File: config.mk
export PLATFORM = sky130hd
export DESIGN_NAME = adc16dv160_input_axi_write
export DESIGN_NICKNAME = d
export VERILOG_FILES = /design/src/rtl/adc16dv160_input_common.sv /design/src/rtl/adc16dv160_input_axi_write.sv
export SDC_FILE = /design/constraint.sdc
export NUM_CORES = 1
export LEC_CHECK = 0
export CORE_MARGIN = 2
export CORE_UTILIZATION = 49
export DETAILED_ROUTE_END_ITERATION = 16
export GPL_TIMING_DRIVEN = 0
export PLACE_DENSITY = 0.9
export SKIP_LAST_GASP = 1
export SLEW_MARGIN = 20
export SYNTH_ARGS = -nofsm -noshare
export SYNTH_HDL_FRONTEND = slang
export SYNTH_SLANG_ARGS = --single-unit
File: constraint.sdc
create_clock -name ACLK -period 3.1 [get_ports ACLK]
set_clock_uncertainty 0.15 [all_clocks]
set_input_delay 0.93 -clock ACLK [delete_from_list [all_inputs] [get_ports ACLK]]
set_output_delay 0.93 -clock ACLK [all_outputs]
set_load 0.1 [all_outputs]
File: src/rtl/adc16dv160_input_common.sv
// Shared constants and helpers for the adc16dv160 input register block.
package adc16dv160_input_common;

   localparam int unsigned DATA_BITS = 32;
   localparam int unsigned STRB_BITS = DATA_BITS / 8;

   // Register offsets within the decoded address window
   localparam logic [DATA_BITS-1:0] AXI_ADDR_CR    = 32'h0000_0000;
   localparam logic [DATA_BITS-1:0] AXI_ADDR_SR    = 32'h0000_0004;
   localparam logic [DATA_BITS-1:0] AXI_ADDR_DSIZE = 32'h0000_0008;

   // Field masks
   localparam logic [DATA_BITS-1:0] _CR_TEST  = 32'h0000_0001;
   localparam logic [DATA_BITS-1:0] _CR_START = 32'h0000_0002;
   localparam logic [DATA_BITS-1:0] _SR_PC    = 32'h0000_0001;

   // Write response codes
   localparam logic [1:0] RESP_OKAY   = 2'b00;
   localparam logic [1:0] RESP_SLVERR = 2'b10;

   // Merge data into old value, byte by byte, where the strobe is set
   function automatic logic [DATA_BITS-1:0] apply_wstrb(
      input logic [DATA_BITS-1:0] old_val,
      input logic [DATA_BITS-1:0] data,
      input logic [STRB_BITS-1:0] strb
   );
      logic [DATA_BITS-1:0] merged;
      merged = old_val;
      for (int i = 0; i < int'(STRB_BITS); i++) begin
         if (strb[i]) merged[8*i +: 8] = data[8*i +: 8];
      end
      return merged;
   endfunction

endpackage

File: src/rtl/adc16dv160_input_axi_write.sv
// AXI4-Lite write channel for the adc16dv160 input registers: accepts
// AW/W in either order, commits to CR/SR/DSIZE and returns a B response.
module adc16dv160_input_axi_write
   import adc16dv160_input_common::*;
#(
   parameter int unsigned   ADDR_BITS   = 8,
   parameter logic [31:0]   DSIZE_RESET = 32'h0000_1000
) (
   input  logic        ACLK,
   input  logic        ARESETN,
   input  logic [31:0] AWADDR,
   input  logic        AWVALID,
   output logic        AWREADY,
   input  logic [31:0] WDATA,
   input  logic [3:0]  WSTRB,
   input  logic        WVALID,
   output logic        WREADY,
   output logic [1:0]  BRESP,
   output logic        BVALID,
   input  logic        BREADY,
   output logic        cr_test,
   output logic        cr_start,
   output logic        sr_pc_clr,
   output logic [31:0] dsize
);

   typedef enum logic [2:0] {
      S_IDLE,
      S_WAIT_W,
      S_WAIT_A,
      S_WRITE,
      S_RESP
   } state_t;

   state_t                 state_q, state_d;
   logic [ADDR_BITS-1:0]   addr_q;
   logic [DATA_BITS-1:0]   data_q;
   logic [STRB_BITS-1:0]   strb_q;
   logic                   aw_ready_s, w_ready_s;
   logic                   aw_hs, w_hs;
   logic                   is_cr, is_sr, is_dsize;
   logic                   unused_addr_hi;

   // Ready/valid are Moore decodes of state, held low while in reset
   assign aw_ready_s = (state_q == S_IDLE) || (state_q == S_WAIT_A);
   assign w_ready_s  = (state_q == S_IDLE) || (state_q == S_WAIT_W);
   assign AWREADY    = ARESETN & aw_ready_s;
   assign WREADY     = ARESETN & w_ready_s;
   assign BVALID     = ARESETN & (state_q == S_RESP);
   assign aw_hs      = AWVALID & aw_ready_s;
   assign w_hs       = WVALID & w_ready_s;

   // Only the low address bits are decoded
   assign unused_addr_hi = ^AWADDR[31:ADDR_BITS];
   assign is_cr    = (addr_q == ADDR_BITS'(AXI_ADDR_CR));
   assign is_sr    = (addr_q == ADDR_BITS'(AXI_ADDR_SR));
   assign is_dsize = (addr_q == ADDR_BITS'(AXI_ADDR_DSIZE));

   // State register
   always_ff @(posedge ACLK) begin
      if (!ARESETN) state_q <= S_IDLE;
      else          state_q <= state_d;
   end

   // Next-state logic
   always_comb begin
      state_d = state_q;
      unique case (state_q)
         S_IDLE: begin
            if (aw_hs && w_hs) state_d = S_WRITE;
            else if (aw_hs)    state_d = S_WAIT_W;
            else if (w_hs)     state_d = S_WAIT_A;
         end
         S_WAIT_W: if (w_hs)   state_d = S_WRITE;
         S_WAIT_A: if (aw_hs)  state_d = S_WRITE;
         S_WRITE:              state_d = S_RESP;
         S_RESP:   if (BREADY) state_d = S_IDLE;
         default:              state_d = S_IDLE;
      endcase
   end

   // Capture address and data on their respective handshakes
   always_ff @(posedge ACLK) begin
      if (!ARESETN) begin
         addr_q <= '0;
         data_q <= '0;
         strb_q <= '0;
      end else begin
         if (aw_hs) addr_q <= AWADDR[ADDR_BITS-1:0];
         if (w_hs) begin
            data_q <= WDATA;
            strb_q <= WSTRB;
         end
      end
   end

   // Commit the latched write to the registers and form the response
   always_ff @(posedge ACLK) begin
      if (!ARESETN) begin
         cr_test   <= 1'b0;
         cr_start  <= 1'b0;
         sr_pc_clr <= 1'b0;
         dsize     <= DSIZE_RESET;
         BRESP     <= RESP_OKAY;
      end else begin
         cr_start  <= 1'b0;
         sr_pc_clr <= 1'b0;
         if (state_q == S_WRITE) begin
            BRESP <= (is_cr || is_sr || is_dsize) ? RESP_OKAY : RESP_SLVERR;
            if (is_cr && strb_q[0]) begin
               cr_test  <= |(data_q & _CR_TEST);
               cr_start <= |(data_q & _CR_START);
            end
            if (is_sr && strb_q[0]) sr_pc_clr <= |(data_q & _SR_PC);
            if (is_dsize) dsize <= apply_wstrb(dsize, data_q, strb_q);
         end
      end
   end

endmodule

# After elaboration in Yosys (flattened, before gate mapping)

Cells that the tools add are included.

Flip-flop bits (word level): 84
Logic and storage cells: 52

Bitwise gates (word level): 5
Reduce and logical (&&, ||, !) cells: 17
Eq/ne operators: 10
Multiplexer cells: 8

Operators by type and width:

| operator             | count |
|---|---|
| $mux W3              | 6 |
| $reduce_and A3 Y1    | 6 |
| $pmux W3 S5          | 1 |
| $eq A8 B3 Y1 const B | 1 |
| $eq A8 B4 Y1 const B | 1 |
| $logic_not A8 Y1     | 1 |
| $eq A3 B2 Y1 const B | 2 |
| $ne A2 B2 Y1 const B | 3 |
| $and A1 B1 Y1        | 5 |
| $logic_or A1 B1 Y1   | 4 |
| $ne A4 B3 Y1 const B | 1 |
| $reduce_and A4 Y1    | 1 |
| $eq A3 B1 Y1 const B | 1 |
| $eq A3 B3 Y1 const B | 1 |
| $logic_and A1 B1 Y1  | 3 |
| $logic_not A3 Y1     | 1 |
| $mux W2              | 1 |
| $reduce_and A2 Y1    | 1 |

# Depth between registers and ports, before layout

Gate-level depths: netlist (run 1).

Depth in word-level cells: 7
Gate-level depth with buffers: 6
Mapped depth without buffers: 3

# Worst setup path after synthesis (run 1)

Ideal clock, no wire load.

Path kind: input-to-output
Start: input ARESETN
End: output BVALID
Buffers on the path: 1
Data arrival time: 3.974 ns
Stages: 2
Path slack: -1.954 ns
Path through: buf_6 -> nor4bb_1

Word-level cells in the longest chain between the ends: 1

Ends and longest elaborated chain:

| what            | RTL line                         | text |
|---|---|---|
| start, declared | adc16dv160_input_axi_write.sv:10 | `input logic ARESETN,` |
| $and A1 B1 Y1   | adc16dv160_input_axi_write.sv:49 | `assign BVALID = ARESETN & (state_q == S_RESP);` |
| end, declared   | adc16dv160_input_axi_write.sv:19 | `output logic BVALID,` |

No other way between the ends.

# Worst setup path after layout (run 1)

Same ends and word-level chain as after synthesis.

==> results of run 1 <==
-- worst max-delay path: cells and delay by family --
kind | cells | cell delay (ns)
buffers and inverters | 2 | 0.71
AND/OR/NAND/NOR | 1 | 0.28
-- state kept, by name, summed over array words and instances (netlist names) --
register / count
data_q: 32
dsize: 32
addr_q: 8
strb_q: 4
state_q: 3
BRESP: 1
cr_start: 1
cr_test: 1
sr_pc_clr: 1
-- report_power, final --
group	leakage [nW]	switching [mW]	total (mW)	internal [mW]
registers	0.676	0.0247	1.13	1.11
clock network	0.0950	0.361	0.744	0.383
logic	0.841	0.162	0.298	0.136
total	1.61	0.548	2.18	1.63
-- metal layers --
layer / global-route usage, % / vias up / part of all wire (%)
met5: 0 / - / 0
met3: 6.07 / 10 / 5.7
met1: 26.7 / 1310 / 43
met2: 36.5 / 74 / 49
li1: - / 1404 / -
met4: 8.11 / 0 / 1.7
-- through the flow --
stage / total power, mW / utilization [%]
after CTS: 2.18 / 67.6
final: 2.18 / 67.7
after floorplan: 1.34 / -
after global placement: 1.44 / 64.9
after global routing: 2.26 / 67.7
after detailed placement: 1.46 / 64.9
-- final timing paths --
| kind | start | endpoint | slack, ns | cells past startpoint |
|---|---|---|---|---|
| max | ARESETN | BVALID | 0.1 | 3 |
| min | data_q[0]$_SDFFE_PN0P_ | sr_pc_clr$_SDFF_PN0_ | 0.30 | 2 |
| max reg2reg | addr_q[7]$_SDFFE_PN0P_ | dsize[12]$_SDFFE_PN1P_ | 0.86 | 4 |
| min reg2reg | data_q[0]$_SDFFE_PN0P_ | sr_pc_clr$_SDFF_PN0_ | 0.30 | 2 |
-- area by class of cell --
| class | count | share of cell area [%] |
|---|---|---|
| flip-flops and latches | 83 | 36.3 |
| repair buffers | 86 | 18.9 |
| well taps | 80 | 2.19 |
| inverters | 1 | 0.0820 |
| clock buffers | 11 | 3.09 |
| plain buffers | 26 | 3.69 |
| multi-input cells | 261 | 34.9 |
| clock inverters | 3 | 0.875 |
-- cells by family after synthesis --
family                 Yosys count  synth area share, %
buffers and inverters           27                 5.06
multiplexers                    42                 12.3
flip-flops                      83                 48.7
AND/OR/NAND/NOR                177                 25.0
other                            1                0.110
AO/OA/AOI/OAI                   41                 8.81
-- cell usage in the layout, fill, tap and decap left out, drive strengths merged, types with 2 or more instances in the layout --
master | netlist | final
a21boi | 36 | 36
a21oi | 2 | 2
and2b | 2 | 2
buf | 10 | 10
clkbuf | 15 | 26
clkdlybuf4s15 | 0 | 3
clkdlybuf4s50 | 0 | 83
clkinv | 0 | 2
dfxtp | 83 | 83
mux2i | 42 | 42
nand2 | 136 | 136
nand3b | 6 | 6
nor2 | 5 | 5
nor2b | 9 | 9
nor3b | 3 | 3
nor4 | 5 | 5
nor4b | 2 | 2
==> reports/qor.tcl, run 1 <==
set qor(run_status) {completed}
set qor(post-dp-hpwl_um) 5670
set qor(io_buffers) 86
set qor(regArea_um2) 1660
set qor(track_usage_pct) 21.8
set qor(rows) 30
set qor(ir_drop_v) 0.000281
set qor(crit_path_max_cell_delay_ns) 0.58
set qor(finalWirelength_um) 7920
set qor(cts_hold_repair.buffers) 0
set qor(post_layout_nonfiller_instances) 551
set qor(kind_of_end_point_of_the_critical_path) {primary output}
set qor(coreArea_um2) 6760
set qor(firstDrtPassIters) 4
set qor(largest_net_degree_at_the_start_of_global_routing) 13
set qor(maxSlewViolCount) 0
set qor(final.fill_count) 572
set qor(cts-root-to-sink-buffers) 2
set qor(cts_max_level) 3
set qor(synth_seq_cells) 83
set qor(synthTopCellsByCount) {sky130_fd_sc_hd__nand2_1, sky130_fd_sc_hd__dfxtp_1, sky130_fd_sc_hd__mux2i_1}
set qor(synth_cells) 371
set qor(post-place-cells) 537
set qor(critical_path.max_fanout) 10
set qor(cts_tree) {done}
set qor(final_critical_path_setup_slack_ns) 0.0978
set qor(pwr_density_cell_nw_per_um2) 475
set qor(drc) 0
set qor(synth.avg_cell_area_um2) 9.19
set qor(cap_viol_max_count) 0
set qor(fmax_ghz) 0.333
set qor(postSynthNetCount) 444
set qor(tightest_slew_ns) 1.00
set qor(vias) 2798
set qor(library_cell_with_the_largest_summed_area_after_synthesis) {sky130_fd_sc_hd__dfxtp_1}
set qor(detailedRoute.firstIterationViolations) 90
set qor(clock_insertion_delay_worst_skew_ns) 0.35
set qor(multiInputGateArea_um2) 1600
set qor(synth-edff-count) 0
set qor(cts_resized) 9
set qor(asyncSetResetFlopFracSynth_pct) 0
set qor(critical_path_class) {input port to primary output}
set qor(dieHeight_um) 87.4
set qor(yosys.area.top_type_share_pct) 48.7
set qor(postPlaceCellArea_um2) 4390
set qor(antenna_found_initial) 0
set qor(synth.cell_area_um2) 3410
set qor(die-width_um) 87.4
set qor(n_antenna_cell) 0
set qor(hp-class) {register to register}
set qor(dieArea_um2) 7640
set qor(antenna_viol_nets_final) 0
set qor(grt_overflow) 0
set qor(drive_above_1_share_pct) 8.28
set qor(preCtsSetupSlack_ns) -0.489
set qor(yosys_warnings) 0
set qor(post-cts-setup-buffer-count) 0
set qor(synth.top_cells.by_area) {sky130_fd_sc_hd__dfxtp_1, sky130_fd_sc_hd__nand2_1, sky130_fd_sc_hd__mux2i_1}
set qor(final.setup.tns_ns) 0
set qor(relSlewSlack_pct) 32.9
set qor(cts_made_buffers) 9
set qor(finalHoldViolCount) 0
set qor(initial_utilization_pct) 50.5
set qor(pin_count) 113
set qor(crit_path_top_delay_cell) {sky130_fd_sc_hd__clkdlybuf4s15_2}
set qor(cts_sinks) 83
set qor(cts_root_buffer) {sky130_fd_sc_hd__clkbuf_8}
set qor(vias_per_cell) 5.08
set qor(place_congestion) 0.804
set qor(timing.critical_path.arrival_ns) 1.92
set qor(final_design_area_no_fill_um2) 4580
set qor(cp-start-kind) {input port}
set qor(setup-violations-final) 0
set qor(crit_chain) {buf_6 -> nor4bb_4 -> clkdlybuf4s15_2}
set qor(vias_in_the_first_global_route) 2814
set qor(synthToLayoutAreaGrowth_pct) 34.2
set qor(critPathRequiredTime_ns) 2.02
set qor(p_leak_nw) 1.61
set qor(synth-seq-area-share_pct) 48.7
set qor(clock_period_minus_worst_slack_ns) 3.00
set qor(clk_pin_slew_ns) 0.08
set qor(detail_route.wl_per_cell_um) 14.4
set qor(rsz0062_at_grt) {false}
set qor(final_net_count) 541
set qor(synth-main-ff-cell) {sky130_fd_sc_hd__dfxtp_1}
set qor(period_share_pct) 96.8
set qor(hold_slack_ns) 0.305
set qor(synth_most_common_cell) {sky130_fd_sc_hd__nand2_1}
set qor(grt_pass1_wl_um) 12800
set qor(synth.lib_cells_used.distinct) 37
(Power assumes the default switching activity.)
==> run 2, diff against run 1 <==
--- a/config.mk
+++ b/config.mk
@@ -9,6 +9,7 @@
 export CORE_UTILIZATION = 49
 export DETAILED_ROUTE_END_ITERATION = 16
 export GPL_TIMING_DRIVEN = 0
+export HOLD_SLACK_MARGIN = 0.02
 export PLACE_DENSITY = 0.9
 export SKIP_LAST_GASP = 1
 export SLEW_MARGIN = 20
==> results of run 2 <==
Final layout, timing and power as in run 1 (identical DEF).
==> variant, RTL diff (settings of run 2) <==
Re-encode `state_t` (5 states) as one-hot, 5 bits wide.
--- a/src/rtl/adc16dv160_input_axi_write.sv
+++ b/src/rtl/adc16dv160_input_axi_write.sv
@@ -24,12 +24,12 @@
    output logic [31:0] dsize
 );
 
-   typedef enum logic [2:0] {
-      S_IDLE,
-      S_WAIT_W,
-      S_WAIT_A,
-      S_WRITE,
-      S_RESP
+   typedef enum logic [4:0] {
+      S_IDLE   = 5'b00001,
+      S_WAIT_W = 5'b00010,
+      S_WAIT_A = 5'b00100,
+      S_WRITE  = 5'b01000,
+      S_RESP   = 5'b10000
    } state_t;
 
    state_t                 state_q, state_d;
Formal check against the unedited RTL: same outputs for any inputs over 4 cycles, from zero or initial values and one cycle with ARESETN low; so few cycles prove little.
==> variant against run 2 <==
Cell count increased by 1.8%. Sequential cell count increased by 2. Setup slack improved by 0.0027 ns. Final area increased by 1.3%. Wire length increased by 0.75%. Area after synthesis increased by 2.2%.
Power is not compared: it rests on default switching activity, and its combinational part moved more than twofold at a synthesized area within 25%.
==> variant: results (changes against run 2) <==
stage	metric	value	unit	change
run_status	run status	completed		
grt	antenna violations before repair	0		unchanged
final_layout	number of nets at the end of the flow	533		-1.5%
detailed_routing	aggregate routed wire length	7.98	mm	+0.75%
timing	total of endpoints with negative setup slack in the final report	0		unchanged
clock_tree	register clock-pin slew on the reported worst setup and hold paths	0.08	ns	about the same
final_layout	non-filler cells in the finished layout	561		+1.8%
clock_tree	clock buffer depth	2		unchanged
synthesis	share of the yosys chip area belonging to registers	48.8	%	+0.082 points
critical_path	CP max FO	10		unchanged
power	Worst VDD drop	0.296	mV	
clock_tree	H-tree Lvls	3		unchanged
critical_path	type of origin of the critical path	flip-flop		
synthesis	Mapped Avg Cell Area	9.60	µm²	+4.5%
critical_path	master of the slowest instance on the critical path	sky130_fd_sc_hd__dfxtp_1		
synthesis	top cells by area, synth	sky130_fd_sc_hd__dfxtp_1 49%, sky130_fd_sc_hd__mux2i_1 12%, sky130_fd_sc_hd__nand2_1 8.3%		
synthesis	number of warnings issued by yosys	0		unchanged
synthesis	net count of the mapped netlist	436		-1.8%
power	cell-internal power	1730	µW	
detailed_routing	Iter 0 DRT Violations	154		+71%
synthesis	unique cell type count in the Yosys netlist	37		unchanged
final_layout	layout filler cell count	564		-1.4%
timing	headroom to the max-slew limit	32.7	%	-0.18 points
grt	via count of the first global-routing pass	2777		-1.3%
final_layout	share of post-route cells with drive strength above 1	8.17	%	-0.11 points
power	static leakage power	0.00201	µW	
placement	total half-perimeter wirelength after legalization and detailed placement	5.84	mm	+3.1%
critical_path	arrival time at the worst endpoint	1.92	ns	about the same
timing	final-layout setup total negative slack	0	ns	unchanged
grt	pin count of the biggest net entering global routing	17		+4
clock_tree	source-to-sink clock delay at the later pin of the worst-skew pair	0.36	ns	
final_layout	Inserted Diodes	0		unchanged
clock_tree	clock buffer count from CTS	9		unchanged
grt	wire length of the first global-routing pass	12.9	mm	+0.59%
critical_path	peak per-stage delay on the critical path	0.41	ns	-0.17 ns
placement	placer congestion estimate	0.834		+3.7%
grt	global-route usage over all layers	21.5	%	-0.35 points
hold_path	class of the tightest hold or removal check	flip-flop to flip-flop		
detailed_routing	detailed-router iteration count before antenna repair	4		unchanged
placement	placed cells	545		+1.5%
clock_tree	Root Buffer	sky130_fd_sc_hd__clkbuf_8		
synthesis	async set-reset flop share out of synthesis	0	%	unchanged
placement	PortBufs	86		unchanged
synthesis	most common library cells after synthesis	85 x sky130_fd_sc_hd__dfxtp_1, 77 x sky130_fd_sc_hd__nand2_1, 41 x sky130_fd_sc_hd__mux2i_1, 41 x sky130_fd_sc_hd__nor2b_1, 33 x sky130_fd_sc_hd__a21boi_0		
final_layout	registers with the most flip-flops	data_q (32), dsize (32), addr_q (8)		
critical_path	crit-path leading delay family	simple AND/OR/NAND/NOR gates		
clock_tree	buffer count from post-CTS setup fixing	0		unchanged
detailed_routing	detail-routed via count per cell	5.03		-0.98%
==> variant: cell count changes in the layout (fill, tap and decap cells not counted), moves of 4 or more <==
cell,run 2,this run
sky130_fd_sc_hd__nand3b_1,5,1
sky130_fd_sc_hd__nand2_1,136,77
sky130_fd_sc_hd__a21boi_0,25,33
sky130_fd_sc_hd__nand3_1,1,5
sky130_fd_sc_hd__nor4bb_1,0,4
sky130_fd_sc_hd__nor2b_1,9,41
sky130_fd_sc_hd__buf_6,5,0
sky130_fd_sc_hd__nand4_2,0,4
sky130_fd_sc_hd__and3_1,0,4
sky130_fd_sc_hd__a21boi_1,11,4
sky130_fd_sc_hd__buf_2,3,12
sky130_fd_sc_hd__xor2_1,0,4
==> variant: metrics by stage <==
step,instance area [µm²],hold WS (ns),utilization [%],power (µW),setup slack (ns)
floorplan,3490,0.281,-,1700,0.0599
global placement,4470,0.291,65.4,1860,-0.627
detailed placement,4470,0.294,65.4,1890,-0.645
CTS,4630,0.307,67.8,2590,0.0477
global route,4640,0.328,67.9,2710,0.0237
finish,4640,0.306,67.9,2580,0.100
==> variant: final timing paths <==
check	endpoint	slack, ns	startpoint	cells past startpoint
min	data_q[30]	0.31	data_q[30]	2
max	BVALID	0.10	state_q[2]	4
max reg2reg	data_q[20]	1.07	state_q[4]	6
min reg2reg	data_q[30]	0.31	data_q[30]	2
==> variant: kinds of logic after synthesis <==
group / share of synthesized area, %
AND/OR/NAND/NOR: 25.2
multiplexers: 12.1
flip-flops: 48.8
XOR/XNOR: 1.00
other: 0.108
AO/OA/AOI/OAI: 9.73
buffers and inverters: 3.05
==> variant: layout make-up <==
class	count	area share [%]
clock inverter	7	1.27
clock buffer	9	2.67
sequential	85	36.7
tap	96	2.59
buffer	23	2.21
timing repair buffer	86	18.3
multi-input combinational	254	36.2
inverter	1	0.0809
==> variant: per-layer routing <==
layer	vias up	track usage, %	share of wire, %	routed length, µm
met2	68	37.3	51	4060
met4	0	7.99	1.5	117
met5	-	0	0	0
met3	12	4.10	4.1	331
li1	1428	-	-	-
met1	1313	26.4	44	3470
==> variant: tightest hold or removal path: stages, from the launching register on <==
cell	delay [ns]
sky130_fd_sc_hd__dfxtp_1	0.31
sky130_fd_sc_hd__nand2_1	0.05
sky130_fd_sc_hd__a21boi_1	0.05
==> variant: repair_timing <==
item	4_1_cts	5_1_grt
pin swaps	0	0
setup endpoints to repair	3	1
gates cloned	0	0
gates resized for setup	15	1
==> variant: power by group through the flow <==
stage | logic [µW] | clock network [µW] | registers, µW
after CTS | 608 | 734 | 1250
after global routing | 669 | 779 | 1260
after floorplan | 436 | 0 | 1260
after detailed placement | 614 | 0 | 1280
after global placement | 596 | 0 | 1270
final | 606 | 720 | 1250
